[src/rtl/run_signature_ctrl_pkg.sv]
// run_sig_pkg: shared types and helpers for run_signature_ctrl.
//   state_t   - controller FSM states
//   WC_WIDTH  - width of the batch word counter
//   xor_fold  - XOR of the din_w/out_w slices of a word (result in low out_w bits)
//   rotl1     - rotate the low w bits of a word left by one
// Helpers work on a fixed MAX_W-wide container so callers with any
// DIN_WIDTH <= MAX_W can share them; unused upper bits are zero.
package run_sig_pkg;

    typedef enum logic [1:0] {
        IDLE,
        START,
        GAP,
        SIG
    } state_t;

    localparam int unsigned WC_WIDTH = 32;
    localparam int unsigned MAX_W    = 256;
    localparam int unsigned IDX_W    = $clog2(MAX_W);

    typedef logic [MAX_W-1:0] wide_t;
    typedef logic [IDX_W-1:0] idx_t;

    function automatic wide_t xor_fold(input wide_t word, input int unsigned din_w,
                                       input int unsigned out_w);
        wide_t res;
        res = '0;
        // Bit i of the word lands on bit (i mod out_w) of the fold.
        for (int unsigned i = 0; i < MAX_W; i++) begin
            if (i < din_w) begin
                res[idx_t'(i % out_w)] = res[idx_t'(i % out_w)] ^ word[idx_t'(i)];
            end
        end
        return res;
    endfunction

    function automatic wide_t rotl1(input wide_t word, input int unsigned w);
        wide_t res;
        res = '0;
        for (int unsigned i = 0; i < MAX_W; i++) begin
            if (i < w) begin
                res[idx_t'(i)] = word[idx_t'((i + w - 1) % w)];
            end
        end
        return res;
    endfunction

endpackage

[src/rtl/run_signature_ctrl_trigger_sync.sv]
// trigger_sync: synchronises an asynchronous trigger and emits a one-cycle
// registered pulse on its rising edge.
//   ap_clk   - clock
//   ap_rst_n - synchronous active-low reset
//   async_in - asynchronous level input
//   edge_out - one-cycle pulse, SYNC_STAGES+1 edges after async_in is first sampled high
module trigger_sync #(
    parameter int unsigned SYNC_STAGES = 3
) (
    input  logic ap_clk,
    input  logic ap_rst_n,
    input  logic async_in,
    output logic edge_out
);

    logic [SYNC_STAGES-1:0] sync_q;
    logic                   prev_q;
    logic                   edge_q;

    // The chain resets to the "high" level: a trigger still asserted when
    // reset releases looks like a steady level, not a new rising edge, so it
    // must fall and rise again before it can launch.
    always_ff @(posedge ap_clk) begin
        if (!ap_rst_n) begin
            sync_q <= '1;
            prev_q <= 1'b1;
            edge_q <= 1'b0;
        end else begin
            sync_q <= {sync_q[SYNC_STAGES-2:0], async_in};
            prev_q <= sync_q[SYNC_STAGES-1];
            edge_q <= sync_q[SYNC_STAGES-1] & ~prev_q;
        end
    end

    assign edge_out = edge_q;

endmodule

[src/rtl/run_signature_ctrl.sv]
// run_signature_ctrl: launches an HLS kernel num_runs times per trigger,
// folds every written channel word onto a narrow live output, and
// accumulates a batch signature and word count.
//   ap_clk, ap_rst_n        - clock, synchronous active-low reset
//   trigger                 - asynchronous launch request
//   num_runs                - runs per batch (0 treated as 1), sampled on launch
//   ap_start / ap_done      - kernel handshake
//   ch_din/ch_write         - NUM_CH output channels; ch_full_n high while busy
//   data_out/data_valid     - live folded stream, 2-cycle latency
//   sig_out/word_count      - batch results, valid with sig_valid, held until next launch
//   busy                    - high outside IDLE
module run_signature_ctrl
    import run_sig_pkg::*;
#(
    parameter int unsigned NUM_CH        = 1,
    parameter int unsigned DIN_WIDTH     = 32,
    parameter int unsigned OUT_WIDTH     = 4,
    parameter int unsigned RUN_CNT_WIDTH = 8,
    parameter int unsigned SYNC_STAGES   = 3
) (
    input  logic                        ap_clk,
    input  logic                        ap_rst_n,
    input  logic                        trigger,
    input  logic [RUN_CNT_WIDTH-1:0]    num_runs,
    output logic                        ap_start,
    input  logic                        ap_done,
    input  logic [NUM_CH*DIN_WIDTH-1:0] ch_din,
    input  logic [NUM_CH-1:0]           ch_write,
    output logic [NUM_CH-1:0]           ch_full_n,
    output logic [OUT_WIDTH-1:0]        data_out,
    output logic                        data_valid,
    output logic [DIN_WIDTH-1:0]        sig_out,
    output logic [WC_WIDTH-1:0]         word_count,
    output logic                        sig_valid,
    output logic                        busy
);

    state_t                   state_q, state_d;
    logic [RUN_CNT_WIDTH-1:0] runs_q, runs_d;
    logic [RUN_CNT_WIDTH-1:0] run_cnt_q, run_cnt_d, run_cnt_inc;
    logic [DIN_WIDTH-1:0]     sig_q, sig_d, mixed;
    logic [WC_WIDTH-1:0]      wc_q, wc_d, wr_cnt;
    wide_t                    fold_wide, rot_wide;
    logic                     trig_edge;

    logic                     ap_start_q, busy_q, sig_valid_q;
    logic [NUM_CH-1:0]        full_q;
    logic [OUT_WIDTH-1:0]     fold1_q, data_out_q;
    logic                     v1_q, data_valid_q;

    trigger_sync #(
        .SYNC_STAGES(SYNC_STAGES)
    ) u_trigger_sync (
        .ap_clk  (ap_clk),
        .ap_rst_n(ap_rst_n),
        .async_in(trigger),
        .edge_out(trig_edge)
    );

    // XOR-folding is linear, so folding the XOR of the masked channel words
    // equals XORing the per-channel folds; one fold serves all channels.
    always_comb begin
        mixed  = '0;
        wr_cnt = '0;
        for (int unsigned k = 0; k < NUM_CH; k++) begin
            if (ch_write[k]) begin
                mixed = mixed ^ ch_din[k*DIN_WIDTH +: DIN_WIDTH];
            end
            wr_cnt = wr_cnt + WC_WIDTH'(ch_write[k]);
        end
        fold_wide = xor_fold(wide_t'(mixed), DIN_WIDTH, OUT_WIDTH);
        rot_wide  = rotl1(wide_t'(sig_q), DIN_WIDTH);
    end

    always_comb begin
        state_d     = state_q;
        runs_d      = runs_q;
        run_cnt_d   = run_cnt_q;
        sig_d       = sig_q;
        wc_d        = wc_q;
        run_cnt_inc = run_cnt_q + 1'b1;
        unique case (state_q)
            IDLE: begin
                if (trig_edge) begin
                    runs_d    = (num_runs == '0) ? RUN_CNT_WIDTH'(1) : num_runs;
                    run_cnt_d = '0;
                    sig_d     = '0;
                    wc_d      = '0;
                    state_d   = START;
                end
            end
            START: begin
                if (ap_done) begin
                    run_cnt_d = run_cnt_inc;
                    state_d   = (run_cnt_inc == runs_q) ? SIG : GAP;
                end
            end
            GAP:     state_d = START;
            SIG:     state_d = IDLE;
            default: state_d = IDLE;
        endcase
        if ((state_q == START || state_q == GAP) && (|ch_write)) begin
            sig_d = rot_wide[DIN_WIDTH-1:0] ^ mixed;
            wc_d  = wc_q + wr_cnt;
        end
    end

    always_ff @(posedge ap_clk) begin
        if (!ap_rst_n) begin
            state_q      <= IDLE;
            runs_q       <= '0;
            run_cnt_q    <= '0;
            sig_q        <= '0;
            wc_q         <= '0;
            ap_start_q   <= 1'b0;
            busy_q       <= 1'b0;
            full_q       <= '0;
            sig_valid_q  <= 1'b0;
            fold1_q      <= '0;
            v1_q         <= 1'b0;
            data_out_q   <= '0;
            data_valid_q <= 1'b0;
        end else begin
            state_q      <= state_d;
            runs_q       <= runs_d;
            run_cnt_q    <= run_cnt_d;
            sig_q        <= sig_d;
            wc_q         <= wc_d;
            ap_start_q   <= (state_d == START);
            busy_q       <= (state_d != IDLE);
            full_q       <= {NUM_CH{state_d != IDLE}};
            sig_valid_q  <= (state_d == SIG);
            fold1_q      <= fold_wide[OUT_WIDTH-1:0];
            v1_q         <= |ch_write;
            data_valid_q <= v1_q;
            data_out_q   <= v1_q ? fold1_q : '0;
        end
    end

    assign ap_start   = ap_start_q;
    assign busy       = busy_q;
    assign ch_full_n  = full_q;
    assign sig_valid  = sig_valid_q;
    assign sig_out    = sig_q;
    assign word_count = wc_q;
    assign data_out   = data_out_q;
    assign data_valid = data_valid_q;

endmodule

[config.mk]
export PLATFORM = sky130hd
export DESIGN_NAME = run_signature_ctrl
export DESIGN_NICKNAME = d
export VERILOG_FILES = /design/src/rtl/run_signature_ctrl_pkg.sv /design/src/rtl/run_signature_ctrl_trigger_sync.sv /design/src/rtl/run_signature_ctrl.sv
export SDC_FILE = /design/constraint.sdc
export NUM_CORES = 1
export LEC_CHECK = 0
export ABC_AREA = 1
export ABC_CLOCK_PERIOD_IN_PS = 5050
export BUFFER_PORTS_ARGS = -buffer_cell sky130_fd_sc_hd__buf_4
export CAP_MARGIN = 20
export CORE_AREA = 2 2 95 97
export DETAILED_ROUTE_END_ITERATION = 10
export DIE_AREA = 0 0 97 99
export GPL_TIMING_DRIVEN = 0
export PLACE_DENSITY_LB_ADDON = 0.25
export SLEW_MARGIN = 20
export SYNTH_ARGS = -nofsm -noshare
export SYNTH_HDL_FRONTEND = slang
export SYNTH_SLANG_ARGS = --single-unit
[constraint.sdc]
create_clock -name ap_clk -period 5.05 [get_ports ap_clk]
set_input_delay 1.01 -clock ap_clk [delete_from_list [all_inputs] [get_ports ap_clk]]
set_output_delay 1.01 -clock ap_clk [all_outputs]
set_load 0.005 [all_outputs]
# Word level (Yosys, flattened, before mapping)
# Index checks and enable logic that the tools add are counted.
dict set report totals {
  register_bits 100
  in_bits 45
  out_inout_bits 73
  elab_cells 81
}
dict set report op_classes {
  addsub 2
  eq_ne 8
  mux 13
  n_bitwise 31
  n_reduce_logical 12
}
# op n
set op_table {}
lappend op_table {{$mux W32} 5}
lappend op_table {{$add A32 B1 Y32} 1}
lappend op_table {{$xor A32 B32 Y32} 1}
lappend op_table {{$xor A1 B1 Y1} 28}
lappend op_table {{$mux W8} 3}
lappend op_table {{$pmux W8 S2} 1}
lappend op_table {{$add A8 B1 Y8 const B} 1}
lappend op_table {{$eq A8 B8 Y1} 1}
lappend op_table {{$logic_not A8 Y1} 1}
lappend op_table {{$pmux W2 S4} 1}
lappend op_table {{$reduce_bool A2 Y1} 4}
lappend op_table {{$eq A2 B2 Y1 const B} 3}
lappend op_table {{$reduce_and A2 Y1} 3}
lappend op_table {{$eq A2 B1 Y1 const B} 2}
lappend op_table {{$mux W2} 2}
lappend op_table {{$reduce_and A3 Y1} 1}
lappend op_table {{$logic_not A2 Y1} 1}
lappend op_table {{$ne A2 B1 Y1 const B} 1}
lappend op_table {{$ne A2 B2 Y1 const B} 1}
lappend op_table {{$and A1 B1 Y1} 1}
lappend op_table {{$logic_and A1 B1 Y1} 1}
lappend op_table {{$logic_or A1 B1 Y1} 1}
lappend op_table {{$mux W1} 1}
lappend op_table {{$not A1 Y1} 1}

# Depth between registers and ports, before layout
dict set report logic_depth {
  depth_word 8
  mapped_depth 15
  mapped_depth_nobuf 15
}

# Modules after synthesis
# A second synthesis with hierarchy kept.
dict set report hier_totals {
  cells_unflattened 697
  area_unflattened_um2 4957.3
}
# module n_inst cells_each area_each_um2 seq_area_each_um2
set by_module_without_submodules {}
lappend by_module_without_submodules {run_signature_ctrl 1 683 4818.4 1901.8}
lappend by_module_without_submodules {trigger_sync 1 14 138.9 100.1}

# Worst setup path before layout
# Ideal clock, no wire load.
dict set report synth_timing {
  kind {input to register}
  from {in ch_write}
  to {reg wc_q[20] (netlist: word_count[20])}
  setup_ns 0.070
  arrival_ns 2.355
  t_required_ns 4.980
  path_slack_ns 2.625
  cell_stages 12
  n_path_buf 0
  path_cell_list {ha_1 > ha_1 > inv_1 > nor2_4 > nand4_4 > nor2_4 > nand2_4 > nor2_4 > nand3_2 > nor2_2 > nand2_1 > a21oi_1}
}
dict set report synth_between {
  elab_chain_len 3
  word_cells_on_any_way 6
  cone_classes {add/sub (1); mux (1); reduce/logical (4)}
}
# element line
set synth_lines {}
lappend synth_lines {{start: declaration} run_signature_ctrl.sv:28} ;# input logic [NUM_CH-1:0] ch_write,
lappend synth_lines {{branches (longest 3 deep; another with $add A32 B1 Y32)} --}
lappend synth_lines {{end signal: assignment} run_signature_ctrl.sv:128} ;# wc_q <= wc_d;
lappend synth_lines {{end: declaration} run_signature_ctrl.sv:42} ;# logic [WC_WIDTH-1:0] wc_q, wc_d, wr_cnt;
# Several ways; the timed one is not identified.
# A chain may end at the register's enable or synchronous reset.

==> impl_metrics.tcl <==
set metrics [dict create \
    maxSlewHeadroom_pct 43.5 \
    synth.yosys.seq_area_share_pct 40.9 \
    clk_transition_reported_paths_ps 100 \
    maxCapViolCount 0 \
    grt_pass1_vias 4648 \
    synthCells 681 \
    first_pass_iters 6 \
    synth_nets 731 \
    rows 34 \
    power.leakage_nw 2.49 \
    hold_depth 1 \
    synth_area_per_cell_um2 7.18 \
    start_point_of_the_worst_hold_path "u_trigger_sync.prev_q" \
    worst_r2r_endpoint "word_count[3]" \
    slew_at_the_pin_with_the_worst_max_slew_slack_ps 845 \
    synth_async_reset_ratio_pct 0 \
    synth-seq-cells 100 \
    cts.path.max_buffers 2 \
    report.power.total_mw 1.44 \
    required_ps 5340 \
    instances_no_fill 921 \
    cp-end-kind "register" \
    cts_root_buffer "sky130_fd_sc_hd__clkbuf_8" \
    final_util_pct 71.4 \
    post_cts_hold_buffer_count 0 \
    final.setup.worst_slack_ps 2480 \
    die-area_um2 9600 \
    clock-skew-final_ps 12.9 \
    global_route_wire_length_before_repair_mm 21.2 \
    start_util_pct 57.2 \
    wl_per_cell_um 14.1 \
    dr_total_vias 5077 \
    pin_count 118 \
    clkLatencyLatePin_ps 370 \
    rsz_0062_raised_after_global_routing "false" \
    seq_power_share_pct 55.6 \
    mostFrequentLayoutCell "sky130_fd_sc_hd__nand2_1" \
    cp-start-kind "primary input" \
    final_cell_area_um2 6100 \
    reg2reg_from "state_q[0]" \
    drt-vias-per-instance 5.51 \
    slew_violations 0 \
    ctsHtreeMaxLevel 3 \
    setup-tns-final_ps 0 \
    critical_path_class "primary input to register" \
    netlist-cell-type-count 42 \
    synth_enable_flop_cells 0 \
    pwr_density_cell_nw_per_um2 236 \
    critPathMaxFanout 9 \
    combPwrFrac_pct 7.9 \
    n_antenna_cell 0 \
    place_ws_ps 2160 \
    tritoncts "yes" \
    synth_ff_type "sky130_fd_sc_hd__dfxtp_1" \
    place_hpwl_mm 9.90 \
    timing.critical_path.from "ap_rst_n" \
    clock_sink_count 100 \
    netlist_area_um2 4890 \
    cts_resized 0 \
    period_share_pct 51.0 \
    rrSetupSlack_ps 2490 \
    cts_inserted_buffers 9 \
    area_growth_syn_to_layout_pct 24.8 \
    yosysWarnings 0 \
    power_switching_share_pct 24.8 \
    drc_markers 0 \
    hold_slack_ps 400 \
    core_area_um2 8550 \
    max_freq_mhz 389 \
    holdPathEnd "u_trigger_sync.edge_out" \
    die_w_um 97 \
    internal_power_mw 1.08 \
    cts_post_setup_buffers_inserted 0 \
    grt_overflow 0 \
    worst_r2r_path_depth 9 \
    post_route_cells_drive_above_1_share_pct 19.9 \
    totalWireLength_mm 13.0 \
    place_congestion 0.925 \
    grt_overall_usage_pct 26.7 \
    finalWorstPathRequiredPeriod_ps 2570 \
    post_dp_cell_area_um2 5900 \
    worst_vdd_ir_mv 0.207 \
    hold_path_class "register to register" \
    initial_drt_markers 308 \
    io_buffers 116 \
    pwr-share-clk_pct 36.6 \
    most-common-layout-cells "sky130_fd_sc_hd__nand2_1 (147), sky130_fd_sc_hd__buf_4 (117), sky130_fd_sc_hd__a21oi_1 (102), sky130_fd_sc_hd__dfxtp_1 (100), sky130_fd_sc_hd__inv_1 (66)" \
    antenna_violating_nets_post_route 0 \
    num-nets-final 858 \
    run_status "finished, final reports clean" \
    worstPathArrival_ps 2870 \
    fin_hold_viols 0 \
    vertical_extent_of_the_die_um 99 \
    grt_antenna_before_repair 0 \
    finalSetupViolCount 0 \
    post-place-cells 905 \
    p_sw_mw 0.357 \
    pin_count_of_the_biggest_net_entering_global_routing 19 \
]
flip-flops by register name (all words and copies together), names as in the netlist:
name and count:
sig_out 32, word_count 32, run_cnt_q 8, runs_q 8
data_out 4, fold1_q 4, u_trigger_sync.sync_q 3, state_q 2
ap_start 1, ch_full_n 1, data_valid 1, sig_valid 1
u_trigger_sync.edge_out 1, u_trigger_sync.prev_q 1, v1_q 1
synthesized netlist by cell type, drive strengths merged (2+ instances only):
master	count	area share, %
a211oi	7	1.1
a21oi	102	10
a22oi	3	0.46
a32oi	2	0.36
buf	8	0.77
clkbuf	14	1.1
clkinv	2	0.15
dfxtp	100	41
ha	5	1.3
inv	68	5.2
nand2	150	12
nand3	38	4.0
nand3b	3	0.46
nand4	12	2.0
nor2	53	5.0
nor3	12	1.7
nor4	3	0.51
o21ai	56	5.7
o22ai	2	0.26
or2	7	0.90
xnor2	17	3.0
xor2	11	2.0
final cells by class:
| cell class | instances | area [um^2] |
|---|---|---|
| plain buffers | 22 | 90.1 |
| clock buffers | 9 | 124 |
| clock inverters | 7 | 81.3 |
| fillers | 689 | 2450 |
| inverters | 70 | 263 |
| multi-input cells | 489 | 2540 |
| flip-flops and latches | 100 | 2000 |
| well taps | 108 | 135 |
| repair buffers | 116 | 871 |
logic make-up (layout without fill, tap and decap cells):
group / Yosys count / after routing / share of synthesized area (%)
DFF: 100 / 100 / 40.9
and+or+nand+nor: 278 / 278 / 26.2
AOI/OAI and AO/OA: 178 / 178 / 19.3
buffers and inverters: 92 / 224 / 7.21
xor gates and xnor gates: 28 / 28 / 5.01
adders and majority gates: 5 / 5 / 1.28
how the worst max path moves through the flow:
stage,end,cells after the start,slack [ps]
6_report,word_count[3],5,2480
5_1_grt,word_count[3],5,2430
4_1_cts,word_count[3],5,2550
3_5_place_dp,word_count[3],5,2160
3_3_place_gp,word_count[4],5,2330
2_1_floorplan,word_count[20],12,2630
power groups by stage:
stage                     combinational (mW)  sequential [mW]  clock (mW)
after floorplan                       0.0546            0.818           0
after global placement                 0.109            0.818           0
after detailed placement               0.112            0.818           0
after CTS                              0.112            0.800       0.536
after global routing                   0.124            0.801       0.574
final                                  0.113            0.800       0.527
metal layers:
metal / share of wire [%] / track usage (%)
met4: 1.4 / 7.48
met1: 41 / 33.8
met3: 8.8 / 7.02
met5: 0 / 0
met2: 49 / 45.4
worst max-delay path, stage by stage:
cell,delay (ps)
sky130_fd_sc_hd__clkbuf_1,360
sky130_fd_sc_hd__clkinv_1,320
sky130_fd_sc_hd__nor2_1,730
sky130_fd_sc_hd__o21ai_0,250
sky130_fd_sc_hd__a21oi_1,190
No activity file was read; power rests on OpenSTA's default activity.
